File: config.mk
export PLATFORM = sky130hd
export DESIGN_NAME = cdb_arbiter_flat
export DESIGN_NICKNAME = d
export VERILOG_FILES = /design/src/rtl/cdb_arbiter_if.sv /design/src/rtl/cdb_arbiter.sv /design/src/flat_wrapper.sv
export SDC_FILE = /design/constraint.sdc
export NUM_CORES = 1
export LEC_CHECK = 0
export ABC_AREA = 0
export BUFFER_PORTS_ARGS = -buffer_cell sky130_fd_sc_hd__buf_2
export CAP_MARGIN = 20
export CORE_MARGIN = 2
export CORE_UTILIZATION = 47
export CTS_BUF_LIST = sky130_fd_sc_hd__clkbuf_8 sky130_fd_sc_hd__clkbuf_16
export DETAILED_ROUTE_END_ITERATION = 6
export HOLD_SLACK_MARGIN = 0.02
export PLACE_DENSITY_LB_ADDON = 0.3
export REMOVE_ABC_BUFFERS = 1
export SLEW_MARGIN = 20
export SYNTH_ARGS = -nofsm -noshare
export SYNTH_HDL_FRONTEND = slang
export SYNTH_SLANG_ARGS = --single-unit
File: constraint.sdc
create_clock -name Clock -period 6.5 [get_ports Clock]
set_input_delay 0.975 -clock Clock [delete_from_list [all_inputs] [get_ports Clock]]
set_output_delay 0.975 -clock Clock [all_outputs]
set_load 0.05 [all_outputs]
File: src/rtl/cdb_arbiter_if.sv
// Common Data Bus arbiter bus: station requests in, CDB broadcast and completion pulses out.
// master = reservation-station side, slave = arbiter side.
interface cdb_arbiter_if #(
    parameter int N_RS   = 3,
    parameter int DATA_W = 16,
    parameter int TAG_W  = 3
);
    logic                           Stall;
    logic [N_RS-1:0]                Req;
    logic [N_RS-1:0][DATA_W-1:0]    Result;
    logic [N_RS-1:0][TAG_W-1:0]     R_target;
    logic                           Cdb_valid;
    logic [TAG_W-1:0]               Cdb_tag;
    logic [DATA_W-1:0]              Cdb_value;
    logic [TAG_W-1:0]               Cdb_rtarget;
    logic [N_RS-1:0]                Finished;

    modport master (
        output Stall, Req, Result, R_target,
        input  Cdb_valid, Cdb_tag, Cdb_value, Cdb_rtarget, Finished
    );

    modport slave (
        input  Stall, Req, Result, R_target,
        output Cdb_valid, Cdb_tag, Cdb_value, Cdb_rtarget, Finished
    );
endinterface

File: src/rtl/cdb_arbiter.sv
// Round-robin Common Data Bus arbiter: one registered broadcast per cycle, with a one-edge
// cooldown on the last winner so a station can drop Req after Finished without a double grant.
module cdb_arbiter #(
    parameter int N_RS   = 3,
    parameter int DATA_W = 16,
    parameter int TAG_W  = 3
) (
    input  logic         Clock,
    input  logic         Reset,
    cdb_arbiter_if.slave bus
);
    localparam int PTR_W = (N_RS > 1) ? $clog2(N_RS) : 1;
    localparam logic [DATA_W-1:0] NO_VALUE = DATA_W'(16'hFFF0);

    logic [PTR_W-1:0] rr_ptr;
    logic [N_RS-1:0]  cooldown;
    logic [N_RS-1:0]  eligible;
    logic [N_RS-1:0]  win_onehot;
    logic [PTR_W-1:0] win;
    logic             found;
    logic             grant;
    int               idx;

    // Rotating search starting at rr_ptr; first eligible station wins.
    always_comb begin
        eligible   = bus.Req & ~cooldown;
        found      = 1'b0;
        win        = '0;
        idx        = 0;
        win_onehot = '0;
        for (int i = 0; i < N_RS; i++) begin
            idx = int'(rr_ptr) + i;
            if (idx >= N_RS) idx = idx - N_RS;
            if (!found && eligible[idx]) begin
                found = 1'b1;
                win   = PTR_W'(idx);
            end
        end
        if (found) win_onehot[win] = 1'b1;
        grant = found && !bus.Stall;
    end

    always_ff @(posedge Clock or posedge Reset) begin
        if (Reset) begin
            rr_ptr          <= '0;
            cooldown        <= '0;
            bus.Cdb_valid   <= 1'b0;
            bus.Cdb_tag     <= '0;
            bus.Cdb_value   <= NO_VALUE;
            bus.Cdb_rtarget <= '0;
            bus.Finished    <= '0;
        end else if (grant) begin
            bus.Cdb_valid   <= 1'b1;
            bus.Cdb_tag     <= TAG_W'(win) + TAG_W'(1);
            bus.Cdb_value   <= bus.Result[win];
            bus.Cdb_rtarget <= bus.R_target[win];
            bus.Finished    <= win_onehot;
            rr_ptr          <= (win == PTR_W'(N_RS - 1)) ? '0 : win + PTR_W'(1);
            cooldown        <= win_onehot;
        end else begin
            // Idle and stall edges look the same on the bus; rr_ptr holds.
            bus.Cdb_valid   <= 1'b0;
            bus.Cdb_tag     <= '0;
            bus.Cdb_value   <= NO_VALUE;
            bus.Cdb_rtarget <= '0;
            bus.Finished    <= '0;
            cooldown        <= '0;
        end
    end
endmodule
File: src/flat_wrapper.sv
// flat-port wrapper written by rule: the top's interface ports become plain ports
module cdb_arbiter_flat 
#(
    parameter int N_RS   = 3,
    parameter int DATA_W = 16,
    parameter int TAG_W  = 3
)
  (Clock, Reset, bus_Stall, bus_Req, bus_Result, bus_R_target, bus_Cdb_valid, bus_Cdb_tag, bus_Cdb_value, bus_Cdb_rtarget, bus_Finished);
  cdb_arbiter_if #(.N_RS(N_RS), .DATA_W(DATA_W), .TAG_W(TAG_W)) bus_i ();
  input  logic Clock;
  input  logic Reset;
  input wire logic [$bits(bus_i.Stall)-1:0] bus_Stall;
  input wire logic [$bits(bus_i.Req)-1:0] bus_Req;
  input wire logic [$bits(bus_i.Result)-1:0] bus_Result;
  input wire logic [$bits(bus_i.R_target)-1:0] bus_R_target;
  output wire logic [$bits(bus_i.Cdb_valid)-1:0] bus_Cdb_valid;
  output wire logic [$bits(bus_i.Cdb_tag)-1:0] bus_Cdb_tag;
  output wire logic [$bits(bus_i.Cdb_value)-1:0] bus_Cdb_value;
  output wire logic [$bits(bus_i.Cdb_rtarget)-1:0] bus_Cdb_rtarget;
  output wire logic [$bits(bus_i.Finished)-1:0] bus_Finished;
  assign bus_i.Stall = bus_Stall;
  assign bus_i.Req = bus_Req;
  assign bus_i.Result = bus_Result;
  assign bus_i.R_target = bus_R_target;
  assign bus_Cdb_valid = bus_i.Cdb_valid;
  assign bus_Cdb_tag = bus_i.Cdb_tag;
  assign bus_Cdb_value = bus_i.Cdb_value;
  assign bus_Cdb_rtarget = bus_i.Cdb_rtarget;
  assign bus_Finished = bus_i.Finished;
  cdb_arbiter #(.N_RS(N_RS), .DATA_W(DATA_W), .TAG_W(TAG_W)) u_core (.Clock(Clock), .Reset(Reset), .bus(bus_i));
endmodule
==> metrics.log, run 1 <==
[metrics] count of port buffers added during placement: 88
[metrics] post-cts repair resize count: 0
[metrics] Combinational Power Share: 64.6%
[metrics] worst setup path class: flop to flop
[metrics] number of setup violations in the final report: 0
[metrics] post-layout minimum cycle time: 2.67 ns
[metrics] proportion of power drawn by flip-flops and latches: 25.4%
[metrics] final-layout fill cell count: 274
[metrics] synthesis-to-layout area growth: 32.5%
[metrics] CTS tree: built
[metrics] via count of the first global-routing pass: 1324
[metrics] path class of the lowest-slack min-delay path: flop to flop
[metrics] number of antenna violations at the first check in global routing: 0
[metrics] total via count in the routed design: 1337
[metrics] average instance area after synthesis: 12.6 µm²
[metrics] global-route usage over all layers: 18.3%
[metrics] synthesis-stage register bit count: 28
[metrics] Switch Pwr: 611 µW
[metrics] worst slew slack as a fraction of its limit: 53.1%
[metrics] pwr/cell area: 566 mW/mm²
[metrics] number of DRC violations after detailed routing: 0
[metrics] highest fanout seen on the critical path: 13
[metrics] Post-CTS Hold Fix Bufs: 0
[metrics] half-perimeter wire length of the detailed placement result: 2750 µm
[metrics] weighted congestion at the end of routability-driven global placement: 0.755
[metrics] switching share of total power: 51.3%
[metrics] clk slew on worst S/H paths: 0.10 ns
[metrics] height of the die: 62.2 µm
[metrics] proportion of register bits with asynchronous set or reset after synthesis: 100%
[metrics] Top Ports: 89
[metrics] post-synthesis instance total: 126
[metrics] crit path DAT: 2.88 ns
[metrics] fin. max-slew vios: 0
[metrics] cell area after synthesis: 0.00159 mm²
[metrics] die area: 0.00387 mm²
[metrics] commonest register cell after synthesis: dfrtp_1
[metrics] worst setup skew after layout: 0.0111 ns
[metrics] Post-CTS Repair Setup Buffers: 0
[metrics] warnings from Yosys: 0
[metrics] Max Freq: 375 MHz
[metrics] Clock Path Buffers: 2
[metrics] EDFF count, synth: 0
[metrics] horizontal extent of the die: 62.2 µm
[metrics] share of layout cells above drive strength 1: 59.3%
[metrics] via density per instance: 5.14
[metrics] clock latency reported for the late side of the worst-skew pair: 0.27 ns
[metrics] static leakage: 1.10 nW
[metrics] sequential share of the synthesized area: 45.0%
[metrics] remaining number of nets flagged by the antenna check after routing: 0
[metrics] critical path endpoint category: flop
[metrics] clock sink total: 28
[metrics] pin count of the biggest net entering global routing: 29
[metrics] total global routing overflow: 0
[metrics] result of the run: complete, no violations
[metrics] count of routing violations after the opening detailed-route iteration: 25
[metrics] setup tns final: 0 ns
[metrics] Internal Pwr Total: 581 µW
[metrics] total of max-cap violations: 0
[metrics] share of the synthesized area in the top cell type: 25.2%
[metrics] routed len/inst: 13.6 µm
[metrics] ant diodes: 0
[metrics] share of the clock period used by the worst path: 41.0%
[metrics] level count of the clock H-tree: 1
[metrics] Core Area: 0.00328 mm²
[metrics] final hold vios: 0
[metrics] starting density of the core: 48.4%
[metrics] CP Launch Type: flop
[metrics] RSZ-0062 raised after global routing: false
[metrics] Clk Tree Root Cell: clkbuf_8
[metrics] biggest area consumer among synthesized cells: dfrtp_1
[metrics] CTS Buf Count: 3
[metrics] Worst IR Drop VDD: 0.332 mV
[metrics] site row count: 21
[metrics] worst-margin pin slew: 0.702 ns
[metrics] wire length of the first global-routing pass: 5740 µm
[metrics] required time reported for the critical path endpoint: 6.72 ns
[metrics] fraction of power consumed by the clock network: 10.0%
[metrics] final layout net count: 281
[metrics] iteration count of the initial detailed-routing pass: 4
[metrics] Area contributors post-synth: dfrtp_1 (25%), dfstp_2 (20%), mux2i_1 (13%)
[metrics] Post-Route WL: 3550 µm
[metrics] final hold slack: 0.605 ns
[metrics] number of distinct library cells after synthesis: 40
==> critical path, cell delays in order (launching register included) <==
cell and delay (ns):
dfrtp_1 0.41, inv_1 0.06, ha_1 0.39, inv_1 0.09
nor3_1 0.46, a211oi_1 0.15, a21o_1 0.26, nor2_2 0.58
and2_1 0.21
==> cells in the mapped netlist, drive strengths merged (2+ instances only) <==
cell / count
a2bb2oi: 12
inv: 7
dfrtp: 16
mux2: 2
nand2: 2
buf: 4
mux2i: 20
nand2b: 5
ha: 3
o21ai: 7
nor2: 7
dfstp: 12
o2bb2ai: 7
or3b: 2
a21oi: 4
nand3b: 2
==> cells in the final DEF (no fill, tap or decap), types with 2 or more instances in the layout <==
master,synthesis,layout
dfrtp_1,16,16
o21ai_2,2,2
buf_2,0,88
mux2_2,2,2
mux2i_1,20,20
inv_1,5,4
a21oi_1,4,4
nand2b_1,5,5
o2bb2ai_1,7,7
nor2_1,6,6
clkbuf_8,0,3
o21ai_0,3,3
ha_1,3,3
nand3b_1,2,2
dfstp_2,12,12
a2bb2oi_2,11,11
o21ai_1,2,2
==> per-layer routing <==
| layer | up-vias | share of wire, % | global-route usage, % |
|---|---|---|---|
| li1 | 644 | - | - |
| met1 | 619 | 39 | 20.5 |
| met2 | 66 | 50 | 30.8 |
| met3 | 8 | 8.7 | 6.52 |
| met4 | 0 | 2.2 | 9.17 |
| met5 | - | 0 | 0 |
==> registers in the layout, indices dropped and copies added, names as in the netlist <==
register and cells:
u_core.bus.Cdb_rtarget 3, u_core.bus.Finished 3, u_core.bus.Cdb_value 16, u_core.rr_ptr 2, u_core.bus.Cdb_valid 1, u_core.bus.Cdb_tag 3
==> power groups by stage <==
stage / logic, mW / clock network [mW] / registers, mW
global route: 0.819 / 0.129 / 0.311
floorplan: 0.335 / 0 / 0.582
global placement: 0.752 / 0 / 0.306
CTS: 0.770 / 0.122 / 0.303
finish: 0.770 / 0.119 / 0.303
detailed placement: 0.768 / 0 / 0.305
==> final cells by class <==
class                      instances  area (µm²)  area share, %
tap                               46        57.6           2.73
clock buffer                       4        66.3           3.15
multi-input combinational         86         783           37.2
timing repair buffer              89         455           21.6
sequential                        28         716           34.0
inverter                           7        28.8           1.37
==> metrics by stage <==
step	worst slack, ns	cells	util [%]	total power [mW]	area, µm²
after floorplan	3.95	121	-	0.918	1530
after global placement	3.69	255	61.7	1.06	2030
after detailed placement	3.64	255	61.7	1.07	2030
after CTS	3.92	259	63.7	1.19	2090
after global routing	3.67	260	64.2	1.26	2110
final	3.83	260	64.2	1.19	2110
==> kinds of logic (layout without fill, tap and decap cells) <==
family,count (synthesis),in the layout,synth area share (%)
and+or+nand+nor,23,23,9.28
buffers and inverters,12,100,5.74
muxes,22,22,14.0
AOI/OAI and AO/OA,38,38,23.6
adders and majority gates,3,3,2.36
DFF,28,28,45.0
==> path summary, 6_finish.rpt <==
path	start	to	slack [ns]	depth (start not counted)
max in group asynchronous	Reset	u_core.bus.Cdb_value[8]	5.33	3
hold / removal	u_core.rr_ptr[0]	u_core.rr_ptr[0]	0.61	1
hold reg to reg	u_core.rr_ptr[0]	u_core.rr_ptr[0]	0.61	1
min in group asynchronous	Reset	u_core.bus.Cdb_tag[2]	0.67	2
setup / recovery	u_core.rr_ptr[0]	u_core.bus.Finished[0]	3.83	8
setup reg to reg	u_core.rr_ptr[0]	u_core.bus.Finished[0]	3.83	8
Note: power is estimated with default switching activity, not from simulation.
==> run 2: changes to the inputs <==
--- a/config.mk
+++ b/config.mk
@@ -5,11 +5,11 @@
 export SDC_FILE = /design/constraint.sdc
 export NUM_CORES = 1
 export LEC_CHECK = 0
-export ABC_AREA = 0
+export ABC_AREA = 1
 export BUFFER_PORTS_ARGS = -buffer_cell sky130_fd_sc_hd__buf_2
 export CAP_MARGIN = 20
 export CORE_MARGIN = 2
-export CORE_UTILIZATION = 47
+export CORE_UTILIZATION = 46
 export CTS_BUF_LIST = sky130_fd_sc_hd__clkbuf_8 sky130_fd_sc_hd__clkbuf_16
 export DETAILED_ROUTE_END_ITERATION = 6
 export HOLD_SLACK_MARGIN = 0.02
==> constraint.sdc (replaced) <==
create_clock -name Clock -period 2.75 [get_ports Clock]
set_input_delay 0.4125 -clock Clock [delete_from_list [all_inputs] [get_ports Clock]]
set_output_delay 0.4125 -clock Clock [all_outputs]
set_load 0.05 [all_outputs]
==> run 2 against run 1 <==
Compared with the run above: final area is 8.2% higher; clock skew is 0.0024 ns lower; final cell count is 44% higher; sequential power is 120% higher; clock power is 110% higher; routed wire length is 20% higher; fmax is 20% higher.
==> metrics.log, run 2 <==
[metrics] count of routing violations after the opening detailed-route iteration: 119 (+380%)
[metrics] Worst IR Drop VDD: 0.748 mV (+130%)
[metrics] critical path endpoint category: flop
[metrics] global-route usage over all layers: 20.9% (+2.6 points)
[metrics] setup tns final: 0 ns (unchanged)
[metrics] remaining number of nets flagged by the antenna check after routing: 0 (unchanged)
[metrics] Clock Path Buffers: 2 (unchanged)
[metrics] worst setup skew after layout: 0.00866 ns (-0.00242 ns)
[metrics] fraction of power consumed by the clock network: 7.5% (-2.5 points)
[metrics] R2R Setup Slk: 0.54 ns (-3.30 ns)
[metrics] EDFF count, synth: 0 (unchanged)
[metrics] stage delay of the slowest cell on the critical path: 0.40 ns (-0.18 ns)
[metrics] Area contributors post-synth: dfrtp_1 (22%), dfstp_2 (18%), nand3_1 (14%)
[metrics] critical path, cell by cell: inv_1 > ha_1 > inv_2 > nand2_1 > nand3_1 > nand2_1 > nand3_1 > nand3_2 > nand2_2 > nand2_1 > nand3_1 > nand2_1
[metrics] cell area after synthesis: 0.00178 mm² (+12%)
[metrics] most frequent standard cell in the layout excluding fill and tap cells: buf_2
[metrics] weighted congestion at the end of routability-driven global placement: 0.872 (+15%)
[metrics] Clk Tree Root Cell: clkbuf_8
[metrics] path class of the lowest-slack min-delay path: input pin to asynchronous set/reset pin
[metrics] number of distinct library cells after synthesis: 26 (-35%)
[metrics] via density per instance: 4.68 (-8.9%)
[metrics] post-layout minimum cycle time: 2.21 ns (-0.452 ns)
[metrics] height of the die: 66.2 µm (+6.5%)
[metrics] switching share of total power: 57.9% (+6.6 points)
[metrics] average instance area after synthesis: 7.39 µm² (-41%)
[metrics] r2r endpoint: u_core.bus.Cdb_rtarget[2]
[metrics] count of port buffers added during placement: 88 (unchanged)
[metrics] top cell types by occurrence after synthesis: nand2_1 (57), inv_1 (52), nand3_1 (50)
[metrics] setup ws final: 0.537 ns (-3.30 ns)
[metrics] Top Ports: 89 (unchanged)
[metrics] pre-CTS worst setup slack: 0.544 ns (-3.10 ns)
[metrics] starting density of the core: 48.3% (-0.12 points)
[metrics] flip-flop count of the largest register, all copies and words added: 16 (unchanged)
[metrics] Internal Pwr Total: 1.41 mW (+140%)
[metrics] final cell utilization of the core: 61.8% (-2.3 points)
[metrics] Post-CTS Repair Setup Buffers: 0 (unchanged)
[metrics] proportion of power drawn by flip-flops and latches: 19.7% (-5.7 points)
[metrics] Crit-path slowest cell: nand2_2
[metrics] post-place instance area: 0.00222 mm² (+9.8%)
[metrics] Worst Path Buf+Inv: 2 (unchanged)
[metrics] Switch Pwr: 1.94 mW (+220%)
[metrics] post-synthesis instance total: 241 (+91%)
[metrics] worst setup path class: flop to flop
[metrics] fin. max-slew vios: 0 (unchanged)
[metrics] proportion of register bits with asynchronous set or reset after synthesis: 100% (unchanged)
[metrics] number of setup violations in the final report: 0 (unchanged)
[metrics] post-cts repair resize count: 0 (unchanged)
[metrics] share of the synthesized area in the top cell type: 22.5% (-2.7 points)
[metrics] worst slew slack as a fraction of its limit: 62.7% (+9.5 points)
[metrics] CTS tree: built
[metrics] level count of the clock H-tree: 1 (unchanged)
[metrics] biggest area consumer among synthesized cells: dfrtp_1
[metrics] warnings from Yosys: 0 (unchanged)
[metrics] Post-CTS Hold Fix Bufs: 0 (unchanged)
[metrics] total power consumption of the routed design: 3.35 mW (+180%)
[metrics] ant diodes: 0 (unchanged)
[metrics] worst-case reg-to-reg path depth: 12 (+4)
[metrics] Core Area: 0.00369 mm² (+12%)
[metrics] routed len/inst: 11.3 µm (-17%)
[metrics] iteration count of the initial detailed-routing pass: 4 (unchanged)
[metrics] crit path DAT: 2.38 ns (-0.50 ns)
[metrics] most common cell in the netlist: nand2_1
[metrics] share of the clock period used by the worst path: 80.5% (+39 points)
[metrics] final cell area excluding filler cells: 0.00228 mm² (+8.2%)
[metrics] largest reg by FF count: u_core.bus.Cdb_value
[metrics] required time reported for the critical path endpoint: 2.92 ns (-3.80 ns)
[metrics] synthesis-to-layout area growth: 27.9%
[metrics] area occupied by multi-input gates: 774 µm² (-1.1%)
[metrics] final-layout fill cell count: 348 (+27%)
[metrics] synthesis-stage register bit count: 28 (unchanged)
[metrics] clk slew on worst S/H paths: 0.10 ns (about the same)
[metrics] final layout net count: 394 (+40%)
[metrics] flip-flop and latch area: 716 µm² (unchanged)
[metrics] result of the run: complete, no violations
[metrics] most prevalent standard cell on the critical path: nand2_1
[metrics] total global routing overflow: 0 (unchanged)
[metrics] highest-count cells in the layout ignoring fill and taps: buf_2 (88), nand2_1 (57), inv_1 (51), nand3_1 (50), dfrtp_1 (16)
[metrics] Combinational Power Share: 72.8% (+8.2 points)
[metrics] CTS Buf Count: 3 (unchanged)
[metrics] commonest register cell after synthesis: dfrtp_1
[metrics] worst-margin pin slew: 0.559 ns (-0.143 ns)
[metrics] startpoint of the worst-slack reg-to-reg timing path: u_core.rr_ptr[0]
[metrics] family with the most delay on the worst path: simple AND/OR/NAND/NOR gates
[metrics] highest fanout seen on the critical path: 23 (+10)
[metrics] total via count in the routed design: 1756 (+31%)
[metrics] wire length of the first global-routing pass: 7120 µm (+24%)
[metrics] clock sink total: 28 (unchanged)
[metrics] static leakage: 1.38 nW (+26%)
[metrics] share of layout cells above drive strength 1: 38.5% (-21 points)
[metrics] clock latency reported for the late side of the worst-skew pair: 0.27 ns (about the same)
[metrics] pwr/cell area: 1470 mW/mm² (+160%)
[metrics] number of DRC violations after detailed routing: 0 (unchanged)
[metrics] CP Launch Type: flop
[metrics] horizontal extent of the die: 66.2 µm (+6.5%)
[metrics] Max Freq: 452 MHz (+20%)
[metrics] site row count: 22 (+4.8%)
[metrics] RSZ-0062 raised after global routing: false
[metrics] via count of the first global-routing pass: 1648 (+24%)
[metrics] final hold vios: 0 (unchanged)
[metrics] sequential share of the synthesized area: 40.2% (-4.8 points)
[metrics] half-perimeter wire length of the detailed placement result: 3230 µm (+18%)
[metrics] number of antenna violations at the first check in global routing: 0 (unchanged)
[metrics] pin count of the biggest net entering global routing: 28 (-3.4%)
[metrics] die area: 0.00439 mm² (+14%)
[metrics] Post-Route WL: 4260 µm (+20%)
[metrics] total of max-cap violations: 0 (unchanged)
==> run 2: area by class of cell <==
cell class	count	area share [%]
multi-input cells	149	34.0
inverters	55	9.28
repair buffers	91	20.3
well taps	48	2.63
flip-flops and latches	28	31.4
clock buffers	4	2.41
==> run 2: worst register-to-register path, cell delays in order (launching register included) <==
cell,delay [ns]
dfrtp_1,0.38
inv_1,0.07
ha_1,0.37
inv_2,0.12
nand2_1,0.06
nand3_1,0.06
nand2_1,0.14
nand3_1,0.14
nand3_2,0.14
nand2_2,0.40
nand2_1,0.11
nand3_1,0.09
nand2_1,0.05
==> run 2: stage by stage <==
stage	hold WS, ns	cells
after detailed placement	0.582	371
after floorplan	0.469	232
after CTS	0.337	375
after global placement	0.568	371
final	0.180	375
after global routing	0.236	375
==> run 2: how the worst max path moves through the flow <==
stage,startpoint,end,slack [ns],cells past startpoint
final,u_core.rr_ptr[0],u_core.bus.Cdb_rtarget[2],0.54,12
after floorplan,u_core.bus.Finished[0],u_core.bus.Cdb_rtarget[0],0.61,11
after global routing,u_core.rr_ptr[0],u_core.bus.Cdb_value[6],0.24,13
after global placement,u_core.rr_ptr[0],u_core.bus.Cdb_rtarget[2],0.64,12
after detailed placement,u_core.rr_ptr[0],u_core.bus.Cdb_rtarget[0],0.54,12
after CTS,u_core.rr_ptr[0],u_core.bus.Cdb_rtarget[0],0.51,12
==> run 2: power groups by stage <==
| stage | clock [mW] | sequential (mW) | combinational, mW |
|---|---|---|---|
| after floorplan | 0 | 1.14 | 1.40 |
| after detailed placement | 0 | 0.666 | 2.46 |
| after CTS | 0.261 | 0.660 | 2.46 |
| after global placement | 0 | 0.669 | 2.41 |
| after global routing | 0.275 | 0.676 | 2.74 |
| final | 0.253 | 0.660 | 2.44 |
==> run 2: kinds of logic after synthesis <==
kind of cell    share of synthesized area, %
compound gates                          6.11
fa+ha+maj                               2.11
buf+inv                                 16.4
flops                                   40.2
simple gates                            35.3
==> run 2: routing by layer <==
metal,GRT usage (%),routed length [µm],vias up
met1,26.1,1730,761
met2,37.0,2150,75
met4,5.36,57,0
met5,0,0,-
li1,-,-,914
met3,3.58,312,6
